--- src/rtl/alu_seq_ctrl.sv ---
// Single-issue sequencer: reads two reg_bank sources, runs one ALU op through a
// start/done handshake and optionally writes the result back. All outputs registered.
module alu_seq_ctrl #(
  parameter int DW      = 64,
  parameter int TIMEOUT = 255,
  parameter int CW      = 16
) (
  input  logic          clock,
  input  logic          reset,
  input  logic          instr_valid,
  output logic          instr_ready,
  input  logic [3:0]    instr_opr,
  input  logic [3:0]    instr_rsA,
  input  logic [3:0]    instr_rsB,
  input  logic [3:0]    instr_rd,
  input  logic          instr_wb,
  output logic          instr_done,
  output logic          instr_err,
  output logic          busy,
  output logic [CW-1:0] op_count,
  output logic          regwen,
  output logic [3:0]    selwreg,
  output logic [1:0]    endwreg,
  output logic [DW-1:0] wdata,
  output logic [3:0]    seloutA,
  output logic [3:0]    seloutB,
  output logic          enrregA,
  output logic          enrregB,
  output logic          cnstA,
  output logic          cnstB,
  output logic [3:0]    alu_opr,
  output logic          alu_start,
  input  logic          alu_done,
  input  logic [DW-1:0] alu_result
);

  typedef enum logic [2:0] {
    S_IDLE, S_RD, S_START, S_WAIT, S_WB, S_FIN, S_ERR
  } state_t;

  localparam logic [15:0] TMO_LAST = 16'(TIMEOUT - 1);

  state_t      state, state_nx;
  logic [15:0] tmo_cnt;
  logic [3:0]  rd_q;
  logic        wb_q;
  logic        accept, done_ev, tmo_hit, hold_src;

  assign accept   = instr_valid & instr_ready;
  assign done_ev  = (state == S_WAIT) & alu_done;
  assign tmo_hit  = (state == S_WAIT) & ~alu_done & (tmo_cnt == TMO_LAST);
  assign hold_src = (state_nx == S_START) | (state_nx == S_WAIT);

  assign endwreg = 2'b00;
  assign cnstA   = 1'b0;
  assign cnstB   = 1'b0;

  always_comb begin
    state_nx = state;
    case (state)
      // Terminal states also accept, so a new op can enter RD on the edge leaving them.
      S_IDLE, S_WB, S_FIN, S_ERR: state_nx = accept ? S_RD : S_IDLE;
      S_RD:    state_nx = S_START;
      S_START: state_nx = S_WAIT;
      S_WAIT: begin
        if (done_ev)      state_nx = wb_q ? S_WB : S_FIN;
        else if (tmo_hit) state_nx = S_ERR;
      end
      default: state_nx = S_IDLE;
    endcase
  end

  always_ff @(posedge clock or negedge reset) begin
    if (!reset) begin
      state   <= S_IDLE;
      tmo_cnt <= '0;
      rd_q    <= '0;
      wb_q    <= 1'b0;
    end else begin
      state <= state_nx;
      if (state == S_START)     tmo_cnt <= '0;
      else if (state == S_WAIT) tmo_cnt <= tmo_cnt + 16'd1;
      if (accept) begin
        rd_q <= instr_rd;
        wb_q <= instr_wb;
      end
    end
  end

  // Outputs are registered from the next state so they line up with the state they describe.
  always_ff @(posedge clock or negedge reset) begin
    if (!reset) begin
      instr_ready <= 1'b0;
      instr_done  <= 1'b0;
      instr_err   <= 1'b0;
      busy        <= 1'b0;
      op_count    <= '0;
      regwen      <= 1'b0;
      selwreg     <= '0;
      wdata       <= '0;
      seloutA     <= '0;
      seloutB     <= '0;
      enrregA     <= 1'b0;
      enrregB     <= 1'b0;
      alu_opr     <= '0;
      alu_start   <= 1'b0;
    end else begin
      instr_ready <= (state_nx == S_IDLE) | (state_nx == S_WB) |
                     (state_nx == S_FIN)  | (state_nx == S_ERR);
      busy        <= (state_nx != S_IDLE);
      instr_done  <= (state_nx == S_WB) | (state_nx == S_FIN);
      instr_err   <= (state_nx == S_ERR);
      if ((state_nx == S_WB) | (state_nx == S_FIN))
        op_count <= op_count + CW'(1);
      regwen      <= (state_nx == S_WB);
      selwreg     <= (state_nx == S_WB) ? rd_q : 4'd0;
      wdata       <= done_ev ? alu_result : '0;
      // Source selects come straight from the instruction on the accepting edge, then hold.
      seloutA     <= (state_nx == S_RD) ? instr_rsA : (hold_src ? seloutA : 4'd0);
      seloutB     <= (state_nx == S_RD) ? instr_rsB : (hold_src ? seloutB : 4'd0);
      alu_opr     <= (state_nx == S_RD) ? instr_opr : (hold_src ? alu_opr : 4'd0);
      enrregA     <= (state_nx == S_RD);
      enrregB     <= (state_nx == S_RD);
      alu_start   <= (state_nx == S_START);
    end
  end

endmodule
--- config.mk ---
export PLATFORM = sky130hd
export DESIGN_NAME = alu_seq_ctrl
export DESIGN_NICKNAME = d
export VERILOG_FILES = /design/src/rtl/alu_seq_ctrl.sv
export SDC_FILE = /design/constraint.sdc
export NUM_CORES = 1
export LEC_CHECK = 0
export CORE_ASPECT_RATIO = 0.8
export CORE_MARGIN = 3
export CORE_UTILIZATION = 47
export DETAILED_ROUTE_END_ITERATION = 8
export PLACE_DENSITY = 0.83
export SYNTH_ARGS = -nofsm -noshare
export SYNTH_HDL_FRONTEND = slang
export SYNTH_SLANG_ARGS = --single-unit
--- constraint.sdc ---
create_clock -name clock -period 3.9 [get_ports clock]
set_clock_uncertainty 0.2 [all_clocks]
set_input_delay 0.78 -clock clock [delete_from_list [all_inputs] [get_ports clock]]
set_output_delay 0.78 -clock clock [all_outputs]
set_load 0.01 [all_outputs]
==> summary.md, run 1 <==
| Metric | Value |
|---|---|
| Die Ht | just under 100 um |
| Routed Antenna Nets | 0 |
| Routing usage on met3 | 0.0757 |
| Final-stage net count | 674 |
| Slew Limit Fails | 0 |
| Flops & latches, synth | 127 |
| First-pass GRT wire length | around 20,000 um |
| Gr busiest metal | met2 |
| Filler Cell Count | between 600 and 700 |
| Switching pwr | between 1 and 1.5 mW |
| Max clock buf depth | 2 |
| Critical R2R Capture | op_count[15] |
| Slew headroom | 0.440 |
| Tcrit/Tclk final | 0.662 |
| Port bufs | 188 |
| TNS Setup | 0 ns |
| Fmax achieved | 387 MHz |
| Commonest register cell after synthesis | dfrtp_1 |
| Startpoint Class | primary input |
| Cell Pwr Density | 602 nW/um2 |
| Vias in the first global route | 3,789 |
| Starting Density | 0.495 |
| GR Util met2 | 0.343 |
| Register area share after synthesis | 0.649 |
| Post-DP HPWL | 8420 um |
| Worst-case reg-to-reg path depth | 4 |
| Yosys top cell by area | dfrtp_1 |
| Largest net degree at the start of global routing | 67 |
| Most frequent cells in the layout | clkdlybuf4s50_1, dfrtp_1, and2_1 |
| Synth top area share | 0.649 |
| Via density | a little over 5 |
| R2r setup slk | 1.60 ns |
| Crit path cell chain | clkdlybuf4s50_1 > nand4b_1 > nor4_1 > nand3_1 > xnor2_1 |
| Crit Path Max Fanout | 7 |
| Mapped Avg Cell Area | 12.5 um2 |
| Initial DRC count | 310 |
| Post-synth EDFFs | 0 |
| Mapped Cells | a little under 400 |
| Pre-Repair DR Iteration Count | 4 |
| Int Pwr | 3.21 mW |
| Power share of the sequential group | 0.396 |
| Placement Cell Area | about 6900 um2 |
| H-Tree Depth | 4 |
| Vias | 3,712 |
| Clk slew on worst S/H paths | approximately 0.060 ns |
| Post-Route WL | 11,800 um |
| Site row count | 32 |
| Area Overhead vs Synth | 52.1% |
| WP data arrival | about 2.7 ns |
| Final hold violations | 0 |
| Placer Congestion | about 0.77 |
| Synthesized area | 4890 um2 |
| RSZ-0062 raised after global routing | no |
| Critical R2R Launch | state[0] |
| Worst VDD drop | 0.000321 V |
| Total gr overflow | 0 |
| Post-synth ARST share | 1.00 |
| Maxcap violations | 0 |
| Routed wire per std cell | 16.1 um |
| Met1 GRT Util | 0.261 |
| Worst Hold Class | in -> async |
| Combinational power share | 0.257 |
| Status | finished, final reports clean |
| Slowest CP cell | nor4_1 |
| CP endpoint kind | register |
| Die X | 120 um |
| GRT Total Usage | 0.215 |
| Remaining DRCs | 0 |
| Hold-fix buffers at CTS | 0 |
| Clock power frac | 0.347 |
| Sw Share | 0.284 |
| Worst Setup Path Type | in -> reg |
| Worst path required time | 3.99 ns |
| Synth unique cells | between 40 and 50 |
| Commonest non-fill, non-tap cell in the layout | clkdlybuf4s50_1 |
| Worst-Skew Late Latency | 0.40 ns |
| Slew @ Worst Pin | 0.832 ns |
| Die ar. | 11,700 um2 |
| Leak | roughly 3.3 nW |
| # clock sinks | 127 |
| Top cells by area, synth | dfrtp_1, and2_1, a22o_1, xnor2_1, nand2_1 |
| TritonCTS Buffers | 17 |
| Setup crit end | op_count[15] |
| Post CTS Setup Buffer Count | 0 |
| CP Launch Point | alu_done |
| Min Tclk post-route | 2.58 ns |
| Ys Warns | 0 |
| Fin area | 7440 um2 |
| Ports | about 190 |
| Initial antenna violation count | 0 |
| Core ar. | 9890 um2 |
| Root Buffer | clkbuf_16 |
| Endpoints failing setup | 0 |
| Share of layout cells above drive strength 1 | 0.0870 |
| Diode count | 0 |
| Cts repair resizes | 0 |
| TritonCTS clock tree | built |
| CP peak stage delay | between 0.6 and 0.7 ns |
critical path, delay by kind of cell:
kind          cells  cell delay (ns)
xor+xnor          1             0.16
buf+inv           1             0.62
simple gates      3             1.11
layout make-up:
type	count	area [um2]	share of cell area
multi-input cells	238	1560	0.209
repair buffers	193	1920	0.258
clock buffers	19	443	0.0595
clock inverters	12	144	0.0193
flip-flops and latches	127	3180	0.427
well taps	136	170	0.0229
inverters	9	33.8	0.00454
how the worst min path moves through the flow:
| stage | to | slack, ns |
|---|---|---|
| 4_1_cts | op_count[15] | 0.29 |
| 3_5_place_dp | op_count[15] | 0.28 |
| 5_1_grt | op_count[15] | 0.30 |
| 3_3_place_gp | op_count[15] | 0.26 |
| 6_report | op_count[15] | 0.26 |
| 2_1_floorplan | rd_q[0] | 0.27 |
Yosys cell counts (3+ instances only):
| library cell | number |
|---|---|
| a21oi_1 | 8 |
| a22o_1 | 12 |
| and2_1 | 65 |
| and3_1 | 7 |
| buf_4 | 5 |
| buf_6 | 5 |
| clkbuf_1 | 11 |
| dfrtp_1 | 127 |
| ha_1 | 3 |
| inv_1 | 8 |
| mux2_2 | 5 |
| mux2i_1 | 3 |
| nand2_1 | 21 |
| nand2b_1 | 3 |
| nand3_1 | 10 |
| nand3b_1 | 3 |
| nand4_1 | 7 |
| nor2_1 | 16 |
| nor3_1 | 9 |
| nor4_1 | 3 |
| o21ai_0 | 13 |
| o31ai_1 | 3 |
| xnor2_1 | 12 |
| xor2_1 | 5 |
layer usage:
layer	up-vias	routed length (um)
li1	1719	-
met1	1797	4560
met2	166	5910
met3	30	954
met4	0	374
met5	-	0
flip-flops by register name, indices dropped and copies added, names as in the netlist:
name,cells
wdata,64
op_count,16
tmo_cnt,16
alu_opr,4
rd_q,4
seloutA,4
seloutB,4
selwreg,4
state,3
alu_start,1
busy,1
enrregB,1
instr_done,1
instr_err,1
instr_ready,1
regwen,1
wb_q,1
metrics by stage:
step	worst slack (ns)	util	total power [mW]	std cells	hold slack (ns)
2_1_floorplan	1.82	-	2.33	395	0.271
3_3_place_gp	0.954	0.693	2.90	703	0.264
3_5_place_dp	0.895	0.693	2.95	703	0.281
4_1_cts	1.32	0.753	4.52	734	0.292
5_1_grt	1.15	0.753	4.70	734	0.300
6_report	1.32	0.753	4.48	734	0.258
cells by family after synthesis:
logic type                 Yosys count  synth area share
xor gates and xnor gates            17            0.0304
adders and majority gates            4           0.00972
buffers and inverters               30            0.0345
other                                1          0.000766
and+or+nand+nor                    158             0.188
muxes                                8            0.0176
AOI/OAI and AO/OA                   47            0.0695
DFF                                127             0.649
power groups by stage:
stage | clock (mW) | sequential, mW | combinational (mW)
after CTS | 1.58 | 1.77 | 1.17
after floorplan | 0 | 1.82 | 0.519
final | 1.56 | 1.77 | 1.15
after global placement | 0 | 1.78 | 1.12
after detailed placement | 0 | 1.79 | 1.16
after global routing | 1.64 | 1.81 | 1.25
Note: power is estimated with default switching activity, not from simulation.
==> inputs of run 2 (changes only) <==
--- a/config.mk
+++ b/config.mk
@@ -7,9 +7,9 @@
 export LEC_CHECK = 0
 export CORE_ASPECT_RATIO = 0.8
 export CORE_MARGIN = 3
-export CORE_UTILIZATION = 47
+export CORE_UTILIZATION = 39
 export DETAILED_ROUTE_END_ITERATION = 8
-export PLACE_DENSITY = 0.83
+export PLACE_DENSITY = 0.73
 export SYNTH_ARGS = -nofsm -noshare
 export SYNTH_HDL_FRONTEND = slang
 export SYNTH_SLANG_ARGS = --single-unit
==> constraint.sdc (replaced) <==
create_clock -name clock -period 2.35 [get_ports clock]
set_clock_uncertainty 0.2 [all_clocks]
set_input_delay 0.47 -clock clock [delete_from_list [all_inputs] [get_ports clock]]
set_output_delay 0.47 -clock clock [all_outputs]
set_load 0.01 [all_outputs]
==> run 2 against run 1 <==
Via count grew 0.35%. Combinational power grew 75%. Largest power group is now clock. Die area grew 19%. Final cell count grew 5.4%. Critical path depth is the same. Setup slack lost 1.2 ns. Global-route usage shrank 2.8 points. Largest cell class unchanged. Final area grew 3.8%. Register-to-register slack lost 1.5 ns. Non-clock buffer count grew 9. Clock-buffer cell count shrank 1. Total power grew 80%.
==> summary.md, run 2 (synthesis results as in run 1) <==
| Metric | Value |
|---|---|
| Status | finished, final reports clean |
| Starting Density | 0.412 |
| Diode count | 0 |
| H-Tree Depth | 4 |
| Fmax achieved | between 400 and 500 MHz |
| Clock power frac | 0.390 |
| Die ar. | roughly 14,000 um2 |
| DP Worst Slack | -0.141 ns |
| Startpoint Class | register |
| Routed wire per std cell | 16.0 um |
| Crit path cell chain | or4_4 > nor4_4 > buf_4 > nor3_1 > o32a_1 |
| Slowest CP cell | or4_4 |
| Placer Congestion | 0.832 |
| Power share of the sequential group | 0.362 |
| Routed Antenna Nets | 0 |
| Final hold violations | 0 |
| Worst Hold Class | reg -> reg |
| Via density | between 4 and 5 |
| Worst Setup Path Type | reg -> reg |
| Final non-filler cell total | 774 |
| Min Tclk post-route | 2.24 ns |
| Worst path required time | around 2.4 ns |
| RSZ-0062 raised after global routing | no |
| Total Power | between 8 and 9 mW |
| Combinational power share | 0.248 |
| Remaining DRCs | 0 |
| Port bufs | roughly 190 |
| Slew headroom | 0.507 |
| Crit Path Max Fanout | 6 |
| Leak | 3.43 nW |
| Max clock buf depth | 2 |
| Fin area | around 7700 um2 |
| Reg with most FFs | wdata |
| Worst-Skew Late Latency | 0.40 ns |
| Endpoints failing setup | 0 |
| Tcrit/Tclk final | 0.954 |
| Largest registers | wdata x64, op_count x16, tmo_cnt x16 |
| Largest register FFs | 64 |
| WP data arrival | 2.33 ns |
| Switching pwr | 2.17 mW |
| Final-stage net count | approximately 680 |
| Maxcap violations | 0 |
| Post-DP HPWL | 8890 um |
| Sw Share | 0.269 |
| Vias | 3,725 |
| Cell Pwr Density | between 1000 and 1500 nW/um2 |
| Placement Cell Area | 6990 um2 |
| Site row count | 35 |
| Initial DRC count | 216 |
| Root Buffer | clkbuf_16 |
| First-pass GRT wire length | 20,600 um |
| Die X | between 100 and 150 um |
| Ports | roughly 190 |
| Area Overhead vs Synth | 58.0% |
| CP endpoint kind | register |
| Int Pwr | 5.91 mW |
| CP peak stage delay | 0.58 ns |
| Most frequent cells in the layout | clkdlybuf4s50_1, dfrtp_1, and2_1 |
| Slew Limit Fails | 0 |
| Core ar. | 11,900 um2 |
| Commonest non-fill, non-tap cell in the layout | clkdlybuf4s50_1 |
| Post-Route WL | 12,400 um |
| Post CTS Setup Buffer Count | 0 |
| Filler Cell Count | slightly below 900 |
| Total gr overflow | 0 |
| Share of layout cells above drive strength 1 | 0.100 |
| Clk slew on worst S/H paths | 0.06 ns |
| Pre-Repair DR Iteration Count | 4 |
| Largest net degree at the start of global routing | 57 |
| Die Ht | 106 um |
| Setup WS post-layout | 0.107 ns |
| FF+latch area | 3180 um2 |
| TritonCTS clock tree | built |
| # clock sinks | 127 |
| TNS Setup | 0 ns |
| Vias in the first global route | 3,947 |
| Placed Cells | 741 |
| Slew @ Worst Pin | 0.737 ns |
| TritonCTS Buffers | 17 |
| Worst VDD drop | 0.000681 V |
| Multi-input gate area | around 1600 um2 |
| GRT Total Usage | 0.186 |
| Initial antenna violation count | 0 |
## run 2: changes by cell type in the layout (fill, tap and decap cells not counted)
cell | previous run | this run
buf_12 | 0 | 3
o41ai_2 | 1 | 0
clkbuf_8 | 1 | 0
clkinvlp_4 | 2 | 1
dlygate4sd3_1 | 0 | 1
clkinv_2 | 6 | 1
clkinv_4 | 1 | 4
o41ai_4 | 0 | 1
buf_4 | 6 | 11
bufinv_16 | 3 | 8
## run 2: layer usage
| metal | vias to the layer above | global-route usage | wire length, um |
|---|---|---|---|
| met3 | 15 | 0.0738 | 957 |
| met4 | 0 | 0.0652 | 187 |
| met1 | 1833 | 0.218 | 5100 |
| met2 | 133 | 0.315 | 6170 |
| met5 | - | 0 | 0 |
| li1 | 1744 | - | - |
## run 2: area by class of cell
cell class	count	area share
flip-flops and latches	127	0.411
well taps	166	0.0269
clock buffers	18	0.0555
inverters	9	0.00437
multi-input cells	238	0.203
repair buffers	202	0.262
clock inverters	14	0.0372
## run 2: power groups by stage
stage                     logic [mW]  registers, mW  clock network, mW
after floorplan                0.862           3.01                  0
after global placement          1.95           2.93                  0
after detailed placement        2.00           2.95                  0
after CTS                       2.03           2.92               3.21
after global routing            2.18           2.98               3.30
final                           2.01           2.92               3.15
## run 2: worst paths after layout
check                      cells after the start  slack (ns)            to          from
max                                            5        0.11      state[0]    tmo_cnt[8]
min in group asynchronous                      2        0.36    seloutB[1]         reset
min                                            1        0.28  op_count[15]  op_count[15]
max in group asynchronous                      3        0.95      wdata[2]         reset
max reg2reg                                    5        0.11      state[0]    tmo_cnt[8]
min reg2reg                                    1        0.28  op_count[15]  op_count[15]
## run 2: repair_timing
item | CTS | global route
setup endpoints to repair | 12 | 0
endpoints found under the hold margin | 31 | 0
hold buffers | 1 | 0
resized for setup | 1 | 0
## run 2: critical path, delay by kind of cell, from the launching register on
family                 cells  cell delay (ns)
AO/OA/AOI/OAI              1             0.28
buffers and inverters      1             0.19
flip-flops                 1             0.46
AND/OR/NAND/NOR            3             1.00
## run 2: stage by stage
| step | hold slack, ns | util |
|---|---|---|
| floorplan | -0.0256 | - |
| global placement | 0.246 | 0.589 |
| detailed placement | 0.252 | 0.589 |
| CTS | 0.290 | 0.651 |
| global route | 0.293 | 0.651 |
| finish | 0.278 | 0.651 |
==> inputs of run 3 (changes only) <==
--- a/config.mk
+++ b/config.mk
@@ -6,7 +6,7 @@
 export NUM_CORES = 1
 export LEC_CHECK = 0
 export CORE_ASPECT_RATIO = 0.8
-export CORE_MARGIN = 3
+export CORE_MARGIN = 10
 export CORE_UTILIZATION = 39
 export DETAILED_ROUTE_END_ITERATION = 8
 export PLACE_DENSITY = 0.73
==> run 3 against run 2 <==
Global-route usage fell by 3.1 points. Total power fell by 5.8%. Via count shrank 0.91%. Flip-flop and latch count did not move. Clock power shrank 15%. Sequential power about the same. Critical path depth is the same. Maximum frequency down 1.0%. Final cell count up 0.65%. Clock-buffer cell count increased by 1. Setup slack got worse by 0.023 ns.
==> summary.md, run 3 (synthesis results as in run 1) <==
| Metric | Value |
|---|---|
| Pre-Repair DR Iteration Count | 5 |
| Slew @ Worst Pin | between 0.7 and 0.8 ns |
| Vias | 3,691 |
| Tcrit/Tclk final | 0.964 |
| Largest net degree at the start of global routing | 64 |
| CP bufs+invs | 1 |
| Fin area | approximately 7600 um2 |
| Root Buffer | clkbuf_16 |
| Port bufs | 188 |
| Most frequent cells in the layout | clkdlybuf4s50_1, dfrtp_1, and2_1 |
| Final hold violations | 0 |
| Worst Setup Path Type | reg -> reg |
| Largest register FFs | 64 |
| Vias in the first global route | roughly 4,000 |
| Area Overhead vs Synth | 55.9% |
| Die Ht | around 120 um |
| TritonCTS Buffers | 17 |
| Crit path max-delay family | simple AND/OR/NAND/NOR gates |
| Final core occ | 0.625 |
| Setup WS post-layout | 0.0837 ns |
| Post-Route WL | between 10,000 and 15,000 um |
| Site row count | 36 |
| Cell Pwr Density | ~1000 nW/um2 |
| # clock sinks | roughly 130 |
| Slew headroom | 0.531 |
| Status | finished, final reports clean |
| Slowest CP cell | or4_4 |
| WP data arrival | 2.35 ns |
| Fmax achieved | 441 MHz |
| RSZ-0062 raised after global routing | no |
| Ports | 193 |
| Final hold slack | 0.268 ns |
| Crit Path Max Fanout | 6 |
| CP peak stage delay | 0.57 ns |
| Initial DRC count | roughly 130 |
| Hold Crit Endpoint | op_count[15] |
| Die ar. | 17,500 um2 |
| Share of layout cells above drive strength 1 | 0.100 |
| Max clock buf depth | 2 |
| Min-delay src | op_count[15] |
| Endpoints failing setup | 0 |
| Leak | 3.37 nW |
| First-pass GRT wire length | around 22,000 um |
| Core ar. | 12,200 um2 |
| Worst path required time | 2.43 ns |
| Hold path depth | 1 |
| Routed Antenna Nets | 0 |
| Maxcap violations | 0 |
| Initial antenna violation count | 0 |
| Worst-case reg-to-reg path depth | 5 |
| Post-DP HPWL | 9980 um |
| Worst Hold Class | reg -> reg |
| DP Worst Slack | -0.0887 ns |
| Die X | 145 um |
| Routed wire per std cell | 17.0 um |
| Critical R2R Capture | state[0] |
| Largest registers | wdata x64, op_count x16, tmo_cnt x16 |
| Worst-Skew Late Latency | approximately 0.40 ns |
| Clk slew on worst S/H paths | around 0.060 ns |
| GRT Total Usage | 0.155 |
| R2r setup slk | 0.08 ns |
| Min Tclk post-route | between 2 and 2.5 ns |
| Final-stage net count | around 700 |
| Total gr overflow | 0 |
| Starting Density | 0.401 |
| Crit path cell chain | or4_4 > nor4_4 > buf_4 > nor3_1 > o32a_1 |
| CP endpoint kind | register |
| Worst VDD drop | 0.000607 V |
| Placer Congestion | ~0.83 |
| Startpoint Class | register |
| Remaining DRCs | 0 |
| Placement Cell Area | 6990 um2 |
| H-Tree Depth | 4 |
| Commonest non-fill, non-tap cell in the layout | clkdlybuf4s50_1 |
| Via density | 4.74 |
| Slew Limit Fails | 0 |
| Critical R2R Launch | tmo_cnt[8] |
| Reg with most FFs | wdata |
| TritonCTS clock tree | built |
==> run 3: where the power goes <==
group | switching [mW] | internal (mW) | leakage, nW | total (mW)
Sequential | 0.317 | 2.60 | 1.72 | 2.92
Clock | 0.955 | 1.72 | 0.284 | 2.68
Combinational | 0.919 | 1.09 | 1.36 | 2.01
Total | 2.19 | 5.42 | 3.37 | 7.61
==> run 3: how the worst max path moves through the flow <==
stage	from	depth (start not counted)	end
floorplan	tmo_cnt[8]	5	alu_opr[0]
global placement	alu_done	3	alu_opr[3]
detailed placement	alu_done	3	alu_opr[3]
CTS	tmo_cnt[8]	5	state[0]
global route	tmo_cnt[8]	5	state[0]
finish	tmo_cnt[8]	5	state[0]
==> run 3: per-layer routing <==
metal	track usage	share of wire	up-vias
met1	0.177	0.41	1815
met5	0	0	-
li1	-	-	1732
met3	0.0622	0.076	13
met4	0.0473	0.011	0
met2	0.265	0.50	131
==> run 3: worst register-to-register path, stage by stage, from the launching register on <==
cell	delay (ns)
dfrtp_1	0.45
or4_4	0.57
nor4_4	0.39
buf_4	0.19
nor3_1	0.05
o32a_1	0.29
==> run 3: metrics by stage <==
| stage | std cells | TNS [ns] | total power [mW] |
|---|---|---|---|
| after floorplan | 395 | 0 | 3.87 |
| after global placement | 745 | -0.134 | 4.90 |
| after detailed placement | 745 | -0.735 | 4.97 |
| after CTS | 778 | 0 | 7.72 |
| after global routing | 778 | 0 | 8.01 |
| final | 779 | 0 | 7.61 |
==> run 3: repair_timing <==
action / CTS / global route
setup endpoints to repair: 12 / 0
hold buffers: 1 / 0
gates resized for setup: 1 / 0
hold endpoints to repair: 32 / 0
buffers inserted: 0 / 0
==> run 3: layout make-up <==
cell class,instances,area [um2]
antenna,1,2.50
clock buffer,19,453
clock inverter,13,163
fill,976,4580
inverter,9,33.8
multi-input combinational,238,1570
sequential,127,3180
tap,171,214
timing repair buffer,201,2020
